==> src/rtl/mipi_hs_deser_align_if.sv <==
// Bundle of the HS burst control/data inputs and deserializer outputs
// shared by the MIPI HS deserializer and whatever drives it.
interface mipi_hs_deser_align_if #(
    parameter int WIDTH = 8
);
    logic             HS_DESER_EN;
    logic             DRXHSP;
    logic [WIDTH-1:0] HSRX_DATA;
    logic             HSRX_VALID;
    logic             HSRX_ACTIVE;
    logic             HSRX_SYNC;
    logic             ERR_SOT_HS;
    logic             ERR_SOT_SYNC_HS;

    modport master (
        output HS_DESER_EN,
        output DRXHSP,
        input  HSRX_DATA,
        input  HSRX_VALID,
        input  HSRX_ACTIVE,
        input  HSRX_SYNC,
        input  ERR_SOT_HS,
        input  ERR_SOT_SYNC_HS
    );

    modport slave (
        input  HS_DESER_EN,
        input  DRXHSP,
        output HSRX_DATA,
        output HSRX_VALID,
        output HSRX_ACTIVE,
        output HSRX_SYNC,
        output ERR_SOT_HS,
        output ERR_SOT_SYNC_HS
    );
endinterface

==> src/rtl/mipi_hs_deser_align.sv <==
// MIPI D-PHY HS receive deserializer: hunts for the leader-sequence sync byte
// (optionally tolerating one bit error), then packs the serial stream into WIDTH-bit words.
module mipi_hs_deser_align #(
    parameter int         WIDTH        = 8,
    parameter logic [7:0] SYNC_WORD    = 8'hB8,
    parameter int         HUNT_TIMEOUT = 64,
    parameter int         ERR_TOL      = 1
) (
    input  logic                    RxDDRClkHS,
    input  logic                    RxRstHS,
    mipi_hs_deser_align_if.slave    bus
);

    localparam int BW = $clog2(WIDTH);

    localparam logic [1:0] ST_IDLE   = 2'd0;
    localparam logic [1:0] ST_HUNT   = 2'd1;
    localparam logic [1:0] ST_ACTIVE = 2'd2;
    localparam logic [1:0] ST_FAIL   = 2'd3;

    localparam logic [7:0]    C_TIMEOUT  = 8'(HUNT_TIMEOUT);
    localparam logic [BW-1:0] C_BIT_LAST = BW'(WIDTH - 1);
    localparam logic [BW-1:0] C_BIT_ONE  = BW'(1);

    function automatic logic [3:0] f_popcount8(input logic [7:0] v);
        logic [3:0] n;
        n = 4'd0;
        for (int i = 0; i < 8; i++) begin
            n = n + {3'b000, v[i]};
        end
        return n;
    endfunction

    logic [1:0]       r_state;
    logic [7:0]       r_win;
    logic [7:0]       r_hcnt;
    logic [BW-1:0]    r_bcnt;
    logic [WIDTH-1:0] r_word;
    logic [WIDTH-1:0] r_data;
    logic             r_valid;
    logic             r_active;
    logic             r_sync;
    logic             r_sot;
    logic             r_err_sync;

    logic [1:0]       w_state;
    logic [7:0]       w_win;
    logic [7:0]       w_hcnt;
    logic [BW-1:0]    w_bcnt;
    logic [WIDTH-1:0] w_word;
    logic [WIDTH-1:0] w_data;
    logic             w_valid;
    logic             w_active;
    logic             w_sync;
    logic             w_sot;
    logic             w_err_sync;

    logic [7:0]       w_shift;
    logic [7:0]       w_hcnt_inc;
    logic [3:0]       w_dist;
    logic             w_exact;
    logic             w_one;
    logic [WIDTH-1:0] w_word_bit;

    // Next-state and next-output computation for the hunt/align FSM.
    always_comb begin
        w_shift    = 8'({bus.DRXHSP, r_win} >> 1);
        w_hcnt_inc = r_hcnt + 8'd1;
        w_dist     = f_popcount8(w_shift ^ SYNC_WORD);
        w_exact    = (w_dist == 4'd0);
        w_one      = (ERR_TOL != 0) && (w_dist == 4'd1);
        w_word_bit = r_word;
        w_word_bit[r_bcnt] = bus.DRXHSP;

        w_state    = r_state;
        w_win      = r_win;
        w_hcnt     = r_hcnt;
        w_bcnt     = r_bcnt;
        w_word     = r_word;
        w_data     = r_data;
        w_valid    = 1'b0;
        w_sync     = 1'b0;
        w_sot      = 1'b0;
        w_err_sync = r_err_sync;

        if (!bus.HS_DESER_EN) begin
            // Burst ended or aborted: drop any partial word and all hunt context.
            w_state    = ST_IDLE;
            w_win      = 8'd0;
            w_hcnt     = 8'd0;
            w_bcnt     = '0;
            w_word     = '0;
            w_err_sync = 1'b0;
        end else begin
            case (r_state)
                ST_IDLE: begin
                    // The enabling edge already carries hunt bit 1.
                    w_state = ST_HUNT;
                    w_win   = {bus.DRXHSP, 7'b000_0000};
                    w_hcnt  = 8'd1;
                    w_bcnt  = '0;
                    w_word  = '0;
                end
                ST_HUNT: begin
                    w_win  = w_shift;
                    w_hcnt = w_hcnt_inc;
                    if ((w_hcnt_inc >= 8'd8) && (w_exact || w_one)) begin
                        w_state = ST_ACTIVE;
                        w_sync  = 1'b1;
                        w_sot   = !w_exact;
                        w_bcnt  = '0;
                        w_word  = '0;
                    end else if (w_hcnt_inc == C_TIMEOUT) begin
                        w_state    = ST_FAIL;
                        w_err_sync = 1'b1;
                    end else begin
                        w_state = ST_HUNT;
                    end
                end
                ST_ACTIVE: begin
                    w_word = w_word_bit;
                    if (r_bcnt == C_BIT_LAST) begin
                        w_bcnt  = '0;
                        w_data  = w_word_bit;
                        w_valid = 1'b1;
                    end else begin
                        w_bcnt = r_bcnt + C_BIT_ONE;
                    end
                end
                ST_FAIL: begin
                    w_state = ST_FAIL;
                end
                default: begin
                    w_state = ST_IDLE;
                end
            endcase
        end

        w_active = (w_state == ST_ACTIVE);
    end

    // State and registered-output update; reset wins over everything.
    always_ff @(posedge RxDDRClkHS) begin
        if (RxRstHS) begin
            r_state    <= ST_IDLE;
            r_win      <= 8'd0;
            r_hcnt     <= 8'd0;
            r_bcnt     <= '0;
            r_word     <= '0;
            r_data     <= '0;
            r_valid    <= 1'b0;
            r_active   <= 1'b0;
            r_sync     <= 1'b0;
            r_sot      <= 1'b0;
            r_err_sync <= 1'b0;
        end else begin
            r_state    <= w_state;
            r_win      <= w_win;
            r_hcnt     <= w_hcnt;
            r_bcnt     <= w_bcnt;
            r_word     <= w_word;
            r_data     <= w_data;
            r_valid    <= w_valid;
            r_active   <= w_active;
            r_sync     <= w_sync;
            r_sot      <= w_sot;
            r_err_sync <= w_err_sync;
        end
    end

    assign bus.HSRX_DATA       = r_data;
    assign bus.HSRX_VALID      = r_valid;
    assign bus.HSRX_ACTIVE     = r_active;
    assign bus.HSRX_SYNC       = r_sync;
    assign bus.ERR_SOT_HS      = r_sot;
    assign bus.ERR_SOT_SYNC_HS = r_err_sync;

endmodule

==> src/flat_wrapper.sv <==
// flat-port wrapper written by rule: the top's interface ports become plain ports
module mipi_hs_deser_align_flat 
#(
    parameter int         WIDTH        = 8,
    parameter logic [7:0] SYNC_WORD    = 8'hB8,
    parameter int         HUNT_TIMEOUT = 64,
    parameter int         ERR_TOL      = 1
)
  (RxDDRClkHS, RxRstHS, bus_HS_DESER_EN, bus_DRXHSP, bus_HSRX_DATA, bus_HSRX_VALID, bus_HSRX_ACTIVE, bus_HSRX_SYNC, bus_ERR_SOT_HS, bus_ERR_SOT_SYNC_HS);
  mipi_hs_deser_align_if #(.WIDTH(WIDTH)) bus_i ();
  input  logic RxDDRClkHS;
  input  logic RxRstHS;
  input wire logic [$bits(bus_i.HS_DESER_EN)-1:0] bus_HS_DESER_EN;
  input wire logic [$bits(bus_i.DRXHSP)-1:0] bus_DRXHSP;
  output wire logic [$bits(bus_i.HSRX_DATA)-1:0] bus_HSRX_DATA;
  output wire logic [$bits(bus_i.HSRX_VALID)-1:0] bus_HSRX_VALID;
  output wire logic [$bits(bus_i.HSRX_ACTIVE)-1:0] bus_HSRX_ACTIVE;
  output wire logic [$bits(bus_i.HSRX_SYNC)-1:0] bus_HSRX_SYNC;
  output wire logic [$bits(bus_i.ERR_SOT_HS)-1:0] bus_ERR_SOT_HS;
  output wire logic [$bits(bus_i.ERR_SOT_SYNC_HS)-1:0] bus_ERR_SOT_SYNC_HS;
  assign bus_i.HS_DESER_EN = bus_HS_DESER_EN;
  assign bus_i.DRXHSP = bus_DRXHSP;
  assign bus_HSRX_DATA = bus_i.HSRX_DATA;
  assign bus_HSRX_VALID = bus_i.HSRX_VALID;
  assign bus_HSRX_ACTIVE = bus_i.HSRX_ACTIVE;
  assign bus_HSRX_SYNC = bus_i.HSRX_SYNC;
  assign bus_ERR_SOT_HS = bus_i.ERR_SOT_HS;
  assign bus_ERR_SOT_SYNC_HS = bus_i.ERR_SOT_SYNC_HS;
  mipi_hs_deser_align #(.WIDTH(WIDTH), .SYNC_WORD(SYNC_WORD), .HUNT_TIMEOUT(HUNT_TIMEOUT), .ERR_TOL(ERR_TOL)) u_core (.RxDDRClkHS(RxDDRClkHS), .RxRstHS(RxRstHS), .bus(bus_i));
endmodule
==> config.mk <==
export PLATFORM = sky130hd
export DESIGN_NAME = mipi_hs_deser_align_flat
export DESIGN_NICKNAME = d
export VERILOG_FILES = /design/src/rtl/mipi_hs_deser_align_if.sv /design/src/rtl/mipi_hs_deser_align.sv /design/src/flat_wrapper.sv
export SDC_FILE = /design/constraint.sdc
export NUM_CORES = 1
export LEC_CHECK = 0
export BUFFER_PORTS_ARGS = -buffer_cell sky130_fd_sc_hd__buf_2
export CAP_MARGIN = 20
export CORE_MARGIN = 3
export CORE_UTILIZATION = 59
export DETAILED_ROUTE_END_ITERATION = 10
export PLACE_DENSITY = 0.8
export RECOVER_POWER = 50
export SYNTH_ARGS = -nofsm -noshare
export SYNTH_HDL_FRONTEND = slang
export SYNTH_SLANG_ARGS = --single-unit
==> constraint.sdc <==
create_clock -name RxDDRClkHS -period 4.7 [get_ports RxDDRClkHS]
set_input_delay 0.94 -clock RxDDRClkHS [delete_from_list [all_inputs] [get_ports RxDDRClkHS]]
set_output_delay 0.94 -clock RxDDRClkHS [all_outputs]
set_load 0.01 [all_outputs]
## Yosys cells after proc, flatten, opt, wreduce, memory -nomap -nowiden

Cells that the tools add are included.

- Muxes and demuxes: 16
- Bitwise logic cells: 5
- Reduce and logical (&&, ||, !) cells: 15
- $lt $le $gt $ge: 3
- Equality and inequality tests: 8
- Add/sub/neg operators: 9

Operators by type and width:

| operator | count |
|---|---|
| one-hot mux 8 bit (2 select lines) | 2 |
| adder 4 x 1 -> 4 bit | 6 |
| one-hot mux 8 bit (3 select lines) | 1 |
| one-hot mux 3 bit (3 select lines) | 1 |
| adder 8 x 1 -> 8 bit, second input constant | 1 |
| bitwise mux 8 bit | 1 |
| == test 8 x 7 -> 1 bit, second input constant | 1 |
| greater-or-equal comparator 8 x 4 -> 1 bit, second input constant | 1 |
| 2-to-1 mux 8 bit | 1 |
| == test 2 bit, second input constant | 3 |
| 2-to-1 mux 2 bit | 3 |
| 2-to-1 mux 3 bit | 2 |
| one-hot mux 2 bit (3 select lines) | 1 |
| AND reduction 3 bit | 2 |
| OR reduction 3 bit | 2 |
| == test 4 x 1 -> 1 bit, second input constant | 1 |
| zero test 4 bit | 1 |
| less-than comparator 3 x 4 -> 1 bit, second input constant | 1 |
| NOT 1 bit | 4 |
| NOT 4 bit | 1 |
| OR reduction 4 bit | 1 |
| adder 3 x 1 -> 3 bit, second input constant | 1 |
| demux 1 bit (select 3 bit) | 1 |
| == test 3 bit, second input constant | 1 |
| other kinds (13) | 16 |

- Word-level logic and storage cells: 67
- Register bits: 42
- Output and inout bits: 13
- Bits of input ports: 4

## Longest topological paths before layout

- Depth in word-level cells: 14
- Gate-level depth with buffers: 12
- Mapped depth without buffers: 11

## Worst setup path after synthesis

Ideal clock, no wire load.

- Path kind: register to register
- Start: register u_core.r_win[1]
- End: register u_core.r_bcnt[0]
- Arrival: 3.374 ns
- Stages on the path, launching flop included: 13
- Path buffers: 1
- Path slack: 1.194 ns
- Path through: dfxtp_1 ha_1 fa_1 inv_1 fa_1 fa_1 fa_1 nor2_1 nand3_1 a21boi_0 o311a_1 buf_6 o32ai_2

- Longest elaborated chain between the ends: 12

Ends and longest elaborated chain:

| element | line | text |
|---|---|---|
| from (decl) | mipi_hs_deser_align.sv:35 | `logic [7:0] r_win;` |
| from (signal assigned) | mipi_hs_deser_align.sv:158 | `r_win <= w_win;` |
| adder 1 x 1 -> 2 bit (*) | mipi_hs_deser_align.sv:29 | `n = n + {3'b000, v[i]};` |
| adder 4 x 1 -> 4 bit (*) (6 in a row) | mipi_hs_deser_align.sv:29 |  |
| == test 4 x 1 -> 1 bit or zero test 4 bit (tied branches) | mipi_hs_deser_align.sv:71, mipi_hs_deser_align.sv:70 |  |
| logical OR 1 bit (*) | mipi_hs_deser_align.sv:107 | `if ((w_hcnt_inc >= 8'd8) && (w_exact \|\| w_one)) begin` |
| logical AND 1 bit (*) | mipi_hs_deser_align.sv:107 |  |
| != test 2 x 1 -> 1 bit (no source line) (*) | - |  |
| AND reduction 2 bit (no source line) (*) | - |  |
| to (signal assigned) | mipi_hs_deser_align.sv:160 | `r_bcnt <= w_bcnt;` |
| to (decl) | mipi_hs_deser_align.sv:37 | `logic [BW-1:0] r_bcnt;` |

Mark *: on every way between the ends. The rest lies on a longest branch, timed or not.
A chain may end at the register's enable or synchronous reset.

## Final worst setup path

- Start: register u_core.r_win[1]
- End: register u_core.r_word[0]

- Longest elaborated chain between the ends: 12

Ends and longest elaborated chain:

| element | line | text |
|---|---|---|
| adder 1 x 1 -> 2 bit (*) | mipi_hs_deser_align.sv:29 |  |
| adder 4 x 1 -> 4 bit (*) (6 in a row) | mipi_hs_deser_align.sv:29 |  |
| == test 4 x 1 -> 1 bit or zero test 4 bit (tied branches) | mipi_hs_deser_align.sv:71, mipi_hs_deser_align.sv:70 |  |
| logical OR 1 bit (*) | mipi_hs_deser_align.sv:107 |  |
| logical AND 1 bit (*) | mipi_hs_deser_align.sv:107 |  |
| != test 2 x 1 -> 1 bit (no source line) (*) | - |  |
| AND reduction 2 bit (no source line) (*) | - |  |
| to (signal assigned) | mipi_hs_deser_align.sv:161 | `r_word <= w_word;` |
| to (decl) | mipi_hs_deser_align.sv:38 | `logic [WIDTH-1:0] r_word;` |

Marks and branches as above.

==> metrics.md <==
| Metric | Value |
|---|---|
| Status | finished, final reports clean |
| FF-to-FF Start | u_core.r_win[1]$_SDFFE_PP0P_ |
| Num CTS Buffers | 5 |
| Crit-path max cell delay | approximately 0.66 ns |
| Pre-Repair DR Iteration Count | 4 |
| Most common cell in the netlist | dfxtp_1 |
| CP Cell Sequence | ha_1 -> fa_1 -> inv_1 -> fa_1 -> fa_1 -> fa_1 -> nor2_1 -> nand3_1 -> a21boi_0 -> o311a_1 -> o22ai_2 |
| Root Buffer | clkbuf_4 |
| CTS Buffer Depth | 2 |
| Syn Nets | 244 |
| Area growth syn-to-layout | 7.043% |
| Largest net degree at the start of global routing | 18 |
| WP data arrival | between 4 and 5 ns |
| Slew @ Worst Pin | between 0.7 and 0.8 ns |
| Commonest cells in the netlist | dfxtp_1, nand2_1, nor2_1 |
| Crit path max fanout | 11 |
| NetSw | 0.1337 mW |
| Worst hold path type | flop to flop |
| Sw Share | a little over a fifth |
| Hold Fails Final Rpt | 0 |
| GRT Residual Overflow | 0 |
| Setup TNS | 0 ns |
| Logic pwr share | approximately 3.3% |
| Clock share of power | 39.6% |
| Buf/Inv on CP | 1 |
| Peak VDD IR | roughly 200 µV |
| Worst Hold Depth | 2 |
| Worst Skew | 0.01214 ns |
| CTS clk-pin slew, worst paths | 0.12 ns |
| CTS Sinks | 41 |
| Setup slack, reg-to-reg | about 0.69 ns |
| EDFF count, synth | 0 |
| Setup Buffers After CTS | 0 |
| # hold bufs at CTS | 0 |
| Port Buffers | 16 |
| # IOs | 17 |
| Min-Delay Endpoint | u_core.bus.HSRX_DATA[1]$_SDFFE_PP0P_ |
| Ys async rst share | 0% |
| Total track usage | between 15 and 20% |
| First-pass GRT wire length | between 6000 and 7000 µm |
| Initial DRC Count | 124 |
| Fmax | around 0.25 GHz |
| Main area contributors after synthesis | dfxtp_1, nand2_1, o22ai_2, mux2i_1, ha_1 |
| Post-synth top area cell | dfxtp_1 |
| H-tree lvl count | 2 |
| Critical path class | flop to flop |
| Placed cell areas | between 2000 and 2500 µm² |
| Setup violations, final | 0 |
| Total wire length | 3704 µm |
| Worst setup SP type | flop |
| Mapped Area | 2061 µm² |
| Slew headroom | between 50 and 60% |
| Slew Viols, Final | 0 |
| TritonCTS clock tree | done |
| Leakage | roughly 0.87 nW |
| Vias per inst | around 5.5 |
| Post-synthesis sequential area ratio | approximately two fifths |
| Initial antenna violation count | 0 |
| PwrDens | 279.3 nW/µm² |
| Routed len/inst | roughly 13 µm |
| Yosys reg bits | 41 |
| Post-DP HPWL | ~2600 µm |
| PostCTS Resize Cnt | 0 |
| RePlAce Congestion | 0.8360 |
| CP Data Required Time | 4.91 ns |
| Die Y | roughly 65 µm |
| Nets@finish | 255 |
| Yosys warnings | 0 |
| R2R Path End | u_core.r_word[0]$_SDFFE_PP0P_ |
| Mapped Cells | approximately 230 |
| Cell mode on critical path | fa_1 |
| Design area | between 2000 and 2500 µm² |
| Internal | between 0.4 and 0.5 mW |
| Clock Latency Late Sink | 0.35 ns |
| Fraction of layout cells with a size suffix above 1 | approximately 11% |
| Initial Util | 64.34% |
| Die W | 65.10 µm |
| Ys flop type | dfxtp_1 |
| Vias | between 1500 and 2000 |
| Minimum clock period after layout | 4.013 ns |
| Reg power frac | between 50% and 60% |
| # rows | 20 |
| Crit path max-delay cell type | o311a_1 |
| Post-synth top area share | roughly 40% |
| Worst reg2reg path depth | 11 |
| Fin crit share | between 80% and 90% |
| Die ar. | about 4200 µm² |
| CP delay by family, top | adder cells |
| Max-cap viol count | 0 |
| Antenna Cells | 0 |
| Min-delay src | u_core.bus.HSRX_DATA[1]$_SDFFE_PP0P_ |
| CP endpoint kind | flop |
| Post-Syn Area per Cell | ~9.0 µm² |
| Vias in the first global route | ~1400 |
| RSZ-0062 raised after global routing | false |
| Core area | 3203 µm² |
| DRT antenna net count | 0 |
| Post-route DRC violation count | 0 |
| Synth cell types | 44 |
-- flip-flops by register name, indices dropped and copies added, names as in the netlist --
name / count
u_core.r_word: 8
u_core.bus.ERR_SOT_SYNC_HS: 1
u_core.r_win: 7
u_core.bus.HSRX_ACTIVE: 1
u_core.r_bcnt: 3
u_core.bus.HSRX_SYNC: 1
u_core.bus.HSRX_VALID: 1
u_core.r_state: 2
u_core.bus.HSRX_DATA: 8
u_core.r_hcnt: 8
u_core.bus.ERR_SOT_HS: 1
-- worst register-to-register path, delay by kind of cell, from the launching register on --
| family | cells | cell delay (ns) |
|---|---|---|
| compound gates | 3 | 1.24 |
| fa+ha+maj | 5 | 2.09 |
| buf+inv | 1 | 0.05 |
| flops | 1 | 0.33 |
| simple gates | 2 | 0.18 |
-- power by group through the flow --
| stage | combinational, mW | clock, mW | sequential [mW] |
|---|---|---|---|
| detailed placement | 0.0204 | 0 | 0.360 |
| CTS | 0.0205 | 0.245 | 0.352 |
| floorplan | 0.0159 | 0 | 0.358 |
| finish | 0.0201 | 0.244 | 0.352 |
| global route | 0.0233 | 0.261 | 0.353 |
| global placement | 0.0199 | 0 | 0.360 |
-- cell usage in the layout, fill, tap and decap left out, types with 2 or more instances in the layout --
cell type	netlist	routed
buf_2	0	3
and2_1	2	2
nor2b_1	2	2
ha_1	7	7
clkbuf_1	10	13
o21ai_0	12	12
a21oi_1	13	13
clkbuf_4	0	5
inv_1	9	9
fa_1	4	4
dfxtp_1	41	41
a22oi_1	2	2
o21a_1	2	2
mux2i_1	9	9
or3_1	2	2
o22ai_2	8	8
nand3b_1	3	3
nor3_1	6	6
xnor2_1	2	2
nand3_1	5	5
nor3b_1	3	3
nand2_1	35	36
nand2b_1	4	4
and3_1	8	8
nor2_1	18	18
-- metrics by stage --
step                hold slack, ns  setup slack (ns)  std cells  util (%)  total power, mW
global placement            0.4293            0.7748        277     66.68           0.3798
global route                0.4985            0.4102        285     68.87           0.6369
finish                      0.4695            0.6873        285     68.87           0.6160
floorplan                   0.4485             1.194        229         -           0.3741
detailed placement          0.4403            0.7282        277     66.68           0.3804
CTS                         0.4697            0.6902        285     69.45           0.6174
-- logic make-up after synthesis --
group | after synthesis | synth area share (%)
compound gates | 48 | 17.97
simple gates | 94 | 22.53
buf+inv | 21 | 4.554
fa+ha+maj | 11 | 8.136
flops | 41 | 39.83
mux | 10 | 4.918
xor+xnor | 4 | 2.065
-- cell type report --
class / count / area, µm²
Clock buffer: 6 / 51.30
Clock inverter: 2 / 37.54
Fill cell: 279 / 997.2
Inverter: 9 / 33.78
Multi-Input combinational cell: 167 / 1144
Sequential cell: 41 / 820.8
Tap cell: 44 / 55.05
Timing Repair Buffer: 16 / 63.81
-- layer usage --
| layer | global-route usage, % | vias up | part of all wire [%] |
|---|---|---|---|
| li1 | - | 817 | - |
| met1 | 26.89 | 732 | 50 |
| met2 | 31.67 | 24 | 44 |
| met3 | 4.103 | 7 | 4.2 |
| met4 | 6.995 | 0 | 1.5 |
| met5 | 0 | - | 0 |
-- worst max-delay path by stage --
stage	start	end	slack, ns	cells past startpoint
2_1_floorplan	u_core.r_win[1]$_SDFFE_PP0P_	u_core.r_bcnt[0]$_SDFFE_PP0P_	1.19	12
3_3_place_gp	u_core.r_win[1]$_SDFFE_PP0P_	u_core.r_bcnt[0]$_SDFFE_PP0P_	0.77	11
3_5_place_dp	u_core.r_win[1]$_SDFFE_PP0P_	u_core.r_bcnt[2]$_SDFFE_PP0P_	0.73	11
4_1_cts	u_core.r_win[1]$_SDFFE_PP0P_	u_core.r_bcnt[2]$_SDFFE_PP0P_	0.69	11
5_1_grt	u_core.r_win[1]$_SDFFE_PP0P_	u_core.r_bcnt[2]$_SDFFE_PP0P_	0.41	11
6_report	u_core.r_win[1]$_SDFFE_PP0P_	u_core.r_word[0]$_SDFFE_PP0P_	0.69	11
Power figures use the tool's default switching activity.
